[src/rtl/updown_counter.sv]
// updown_counter: saturating 0..MAX_VAL up/down event counter with synchronized, edge-detected inputs; define COUNTER_WRAP_EN for wrap-around
module updown_counter #(
  parameter int BW          = 7,
  parameter int MAX_VAL     = 99,
  parameter int SYNC_STAGES = 2
) (
  input  logic          clk_i,
  input  logic          rst_i,
  input  logic          up_i,
  input  logic          down_i,
  output logic [BW-1:0] counter_val_o,
  output logic          at_max_o,
  output logic          at_min_o
);
`ifdef COUNTER_WRAP_EN
  localparam bit WRAP = 1'b1;
`else
  localparam bit WRAP = 1'b0;
`endif
  localparam logic [BW-1:0] MAX = BW'(MAX_VAL);
  localparam logic [BW-1:0] ONE = BW'(1);
  logic [SYNC_STAGES-1:0] up_sync_q, dn_sync_q;
  logic                   up_hist_q, dn_hist_q;
  logic                   up_e, dn_e;
  logic [BW-1:0]          cnt_q, cnt_d;
  assign up_e = up_sync_q[SYNC_STAGES-1] & ~up_hist_q;
  assign dn_e = dn_sync_q[SYNC_STAGES-1] & ~dn_hist_q;
  // next count: opposing pulses cancel, limits saturate or wrap
  always_comb begin
    cnt_d = (up_e & ~dn_e) ? ((cnt_q == MAX) ? (WRAP ? '0 : MAX) : cnt_q + ONE) :
            (dn_e & ~up_e) ? ((cnt_q == '0) ? (WRAP ? MAX : '0) : cnt_q - ONE) :
            cnt_q;
  end
  // input synchronizers, edge history and count register
  always_ff @(posedge clk_i or negedge rst_i) begin
    if (!rst_i) begin
      up_sync_q <= '0;
      dn_sync_q <= '0;
      up_hist_q <= 1'b0;
      dn_hist_q <= 1'b0;
      cnt_q     <= '0;
    end else begin
      up_sync_q <= {up_sync_q[SYNC_STAGES-2:0], up_i};
      dn_sync_q <= {dn_sync_q[SYNC_STAGES-2:0], down_i};
      up_hist_q <= up_sync_q[SYNC_STAGES-1];
      dn_hist_q <= dn_sync_q[SYNC_STAGES-1];
      cnt_q     <= cnt_d;
    end
  end
  assign counter_val_o = cnt_q;
  assign at_max_o      = (cnt_q == MAX);
  assign at_min_o      = (cnt_q == '0);
endmodule

[config.mk]
export PLATFORM = sky130hd
export DESIGN_NAME = updown_counter
export DESIGN_NICKNAME = d
export VERILOG_FILES = /design/src/rtl/updown_counter.sv
export SDC_FILE = /design/constraint.sdc
export NUM_CORES = 1
export LEC_CHECK = 0
export BUFFER_PORTS_ARGS = -buffer_cell sky130_fd_sc_hd__buf_2
export CAP_MARGIN = 10
export CORE_MARGIN = 8
export CORE_UTILIZATION = 30
export DETAILED_ROUTE_END_ITERATION = 16
export PLACE_DENSITY = 0.45
export SYNTH_ARGS = -nofsm -noshare
export SYNTH_HDL_FRONTEND = slang
export SYNTH_SLANG_ARGS = --single-unit
export TNS_END_PERCENT = 5
[constraint.sdc]
create_clock -name clk_i -period 2.6 [get_ports clk_i]
set_clock_uncertainty 0.2 [all_clocks]
set_input_delay 0.13 -clock clk_i [delete_from_list [all_inputs] [get_ports clk_i]]
set_output_delay 0.13 -clock clk_i [all_outputs]
set_load 0.01 [all_outputs]
Word-level counts from Yosys, hierarchy flattened --
Index checks and enable logic that the tools add are counted.
Cells by class: reductions and logical operators 2, equality and inequality tests 1, mux-type cells 4, add/subtract/negate cells 2, bitwise operators 8
Operators by type and width (count):
- $mux 7 | 4
- $add 7x1->7 const B | 1
- $eq 7x7->1 const B | 1
- $logic_not 7->1 | 1
- $sub 7x1->7 const B | 1
- $and 1x1->1 | 4
- $not 1->1 | 4
- $reduce_bool 2->1 | 1
Storage, ports and cells: input bits 4, bits in registers 13, output and inout port bits 9

Logic depth before layout (Yosys ltp) --
depth after elaboration 6, gate-level depth with buffers 7

Worst setup path after synthesis --
Ideal clock, no wire load.
path kind register to register, start point register up_sync_q[1], end point register cnt_q[3], in the netlist counter_val_o[3], path slack 0.751 ns, data arrival time 1.523 ns, data required time 2.274 ns, period minus slack after synthesis 1.849 ns, stages on the path, launching flop included 7, cells stage by stage dfrtp_1 -> nor2b_1 -> ha_1 -> clkbuf_1 -> nor2_1 -> mux2_2 -> a221o_1
On the way: longest elaborated chain between the ends 4
RTL lines:
- start, declared | RTL line 22 | logic [SYNC_STAGES-1:0] up_sync_q, dn_sync_q;
- start signal, assigned | RTL line 43 | up_sync_q <= {up_sync_q[SYNC_STAGES-2:0], up_i};
- $and 1x1->1 * | RTL line 26 | assign up_e = up_sync_q[SYNC_STAGES-1] & ~up_hist_q;
- $not 1->1 | RTL line 31 | (dn_e & ~up_e) ? ((cnt_q == '0) ? (WRAP ? MAX : '0) : cnt_q - ONE) :
- $and 1x1->1 | RTL line 31
- $reduce_bool 2->1 (no line)
- end signal, assigned | RTL line 47 | cnt_q <= cnt_d;
- end, declared | RTL line 25 | logic [BW-1:0] cnt_q, cnt_d;
Mark *: on every way between the ends. The rest lies on a longest branch, timed or not. A chain may end at the register's enable or synchronous reset.

Final worst setup path --
Same ends and word-level chain as after synthesis.

==> results.txt <==
Status: complete, no violations
Yosys warns: 0
# DRC: 0
CTS tree: yes
Post-synthesis register bit count: 13
Period minus WS final: 2080 ps
Hold Vio Cnt, Final: 0
First-pass GRT wire length: 3.08 mm
Dpl ws: 525 ps
Total GRT Usage: 8.97%
FF-to-FF path depth: 5
Slew @ Worst Pin: 517 ps
Ys flop type: dfrtp_1
Fill count: 258
Routed via count: 651
Top cell type's share of synthesized area: 42.9%
Longest Clk Path Bufs: 2
Post-synth top area cell: dfrtp_1
Crit-path max FO: 16
Routability congestion estimate: 0.773
Placed Area: 825 µm²
Gate Count Post-Synth: 81
Rows: 18
DP HPWL: 1.23 mm
Synth-to-Final Area Change: 16.3%
Wirelength, routed: 1.71 mm
Data arrival, critical path: 2050 ps
Via count of the first global-routing pass: 650
Max Cap Violations: 0
# setup viols final: 0
First DRT Iteration DRCs: 13
Input/output buffers: 12
Unrepaired setup endpoints after global routing: false
Initial DRT Pass Iterations: 4
Core area: 2430 µm²
Die Y-Extent: 66.3 µm
Finished Cell Area: 882 µm²
Crit path largest cell delay: 590 ps
R2r startpoint: up_sync_q[1]
Min-delay worst type: input port to asynchronous set/reset pin
Nets: 103
Maximum VDD drop: 0.000336 V
Synthesized area: 758 µm²
Clk root buf: clkbuf_4
Nature of the critical path endpoint: register
Grt ovf: 0
Num Clock Sinks: 13
Setup CP Type: register to register
Inserted Diodes: 0
Avg WL per Cell: 13.6 µm
Cell family with most CP delay: adder cells
Initial antenna violation count: 0
Worst setup SP type: register
Max_slew headroom: 65.5%
Sequential share of the synthesized area: 42.9%
Number of synthesized flops with an enable pin: 0
Total power: 857 µW
Setup WS post-layout: 517 ps
Worst path bufs/invs: 0
Slowest CP cell: ha_1
Top cells by area, synth: dfrtp_1, ha_1, o21ai_0
Largest net degree at the start of global routing: 17
CTS HTree Levels: 1
Hold WS: 60.3 ps
Number of I/O pins: 13
Library cells used by synthesis: 33
Post-CTS Setup Inserts: 0
Cts repair resizes: 0
CTS buffer count: 3
Synth Net Count: 88
Critical path origin: up_sync_q[1]
R2r endpoint: counter_val_o[3]
CP required: 2560 ps
Syn_area_per_cell: 9.36 µm²
Clock-pin slew on the worst setup and hold paths: 90 ps
Layout cells sized above 1: 20.0%
Synth async-reset ratio: 100%
Die W: 66.3 µm
Vias per cell: 5.21
Number of stages on the worst setup path: 5
Crit path cell chain: nor2b_1 -> ha_1 -> nor2_1 -> mux2_2 -> a221o_1
CP Capture Point: counter_val_o[3]
Full die area: 4390 µm²
Clk_lat worst skew: 270 ps
Cts hold-fix bufs: 3
Power Dens Cells: 971 nW/µm²
Routed Antenna Nets: 0
Tcrit/Tclk final: 80.1%
R2r setup slk: 520 ps
Final Max Slew Viols: 0
Maximum clock rate: 480 MHz
Post-route setup TNS: 0 ps
Starting Density: 31.2%
Static leakage: 0.385 nW
-- sequential cells by signal, summed over array words and instances, names as in the netlist --
signal         count
counter_val_o      7
dn_sync_q          2
up_sync_q          2
dn_hist_q          1
up_hist_q          1
-- layout by cell type (no fill, tap or decap), drive strengths merged --
master,n
dfrtp,13
buf,12
nor2,9
o21ai,6
nand3,5
nor3,5
nand2,5
inv,3
a21oi,3
ha,3
clkbuf,3
dlygate4sd3,3
nand2b,2
nor2b,2
or3,2
mux2i,2
a211o,2
or4,1
mux2,1
a221o,1
o211a,1
o311ai,1
a32oi,1
and3,1
nor4,1
a41oi,1
o41ai,1
nand3b,1
o311a,1
a21o,1
o21a,1
clkinv,1
-- how the worst min path moves through the flow --
| stage | start | cells after the start | to |
|---|---|---|---|
| after floorplan | rst_i | 0 | counter_val_o[0] |
| after global placement | rst_i | 1 | up_hist_q |
| after detailed placement | rst_i | 1 | up_hist_q |
| after CTS | rst_i | 2 | up_hist_q |
| after global routing | rst_i | 2 | up_hist_q |
| final | rst_i | 2 | up_hist_q |
-- area by class of cell --
type	count	area (µm²)	share of cell area, %
clock buffer	3	22.5	2.55
sequential	13	325	36.9
multi-input combinational	60	390	44.3
tap	30	37.5	4.26
timing repair buffer	15	90.1	10.2
inverter	3	11.3	1.28
clock inverter	1	5.00	0.567
-- layer usage --
| metal | up-vias | share of wire, % | track usage (%) |
|---|---|---|---|
| met4 | 0 | 0.70 | 3.20 |
| met2 | 10 | 44 | 13.1 |
| met1 | 313 | 49 | 11.6 |
| met3 | 2 | 6.1 | 3.56 |
| li1 | 326 | - | - |
| met5 | - | 0 | 0 |
-- cells in the mapped netlist (2+ instances only) --
library cell,instances
o21ai_0,6
ha_1,3
clkbuf_1,2
nand2_1,5
nor3_1,5
nor2_1,8
a211o_1,2
nand3_1,5
dfrtp_1,13
a21oi_1,3
mux2i_1,2
inv_1,3
nor2b_1,2
or3_1,2
nand2b_1,2
-- report_power, final --
group / switching [mW] / internal (mW) / total (mW)
Combinational: 0.181 / 0.172 / 0.354
Sequential: 0.118 / 0.257 / 0.374
Clock: 0.0715 / 0.0569 / 0.128
-- per-stage QoR --
stage	utilization (%)	instances
after floorplan	-	81
after global placement	33.9	118
after detailed placement	33.9	118
after CTS	36.3	125
after global routing	36.3	125
final	36.3	125
-- worst register-to-register path: stages, from the launching register on --
cell and delay, ps:
dfrtp_1 380, nor2b_1 130, ha_1 590, nor2_1 110, mux2_2 280, a221o_1 290
-- logic make-up (layout without fill, tap and decap cells) --
| group | count (synthesis) | after routing | synth area share (%) |
|---|---|---|---|
| and+or+nand+nor | 34 | 34 | 23.6 |
| DFF | 13 | 13 | 42.9 |
| AOI/OAI and AO/OA | 20 | 20 | 18.8 |
| buffers and inverters | 8 | 22 | 5.61 |
| adders and majority gates | 3 | 3 | 4.95 |
| muxes | 3 | 3 | 4.13 |
(Power assumes the default switching activity.)
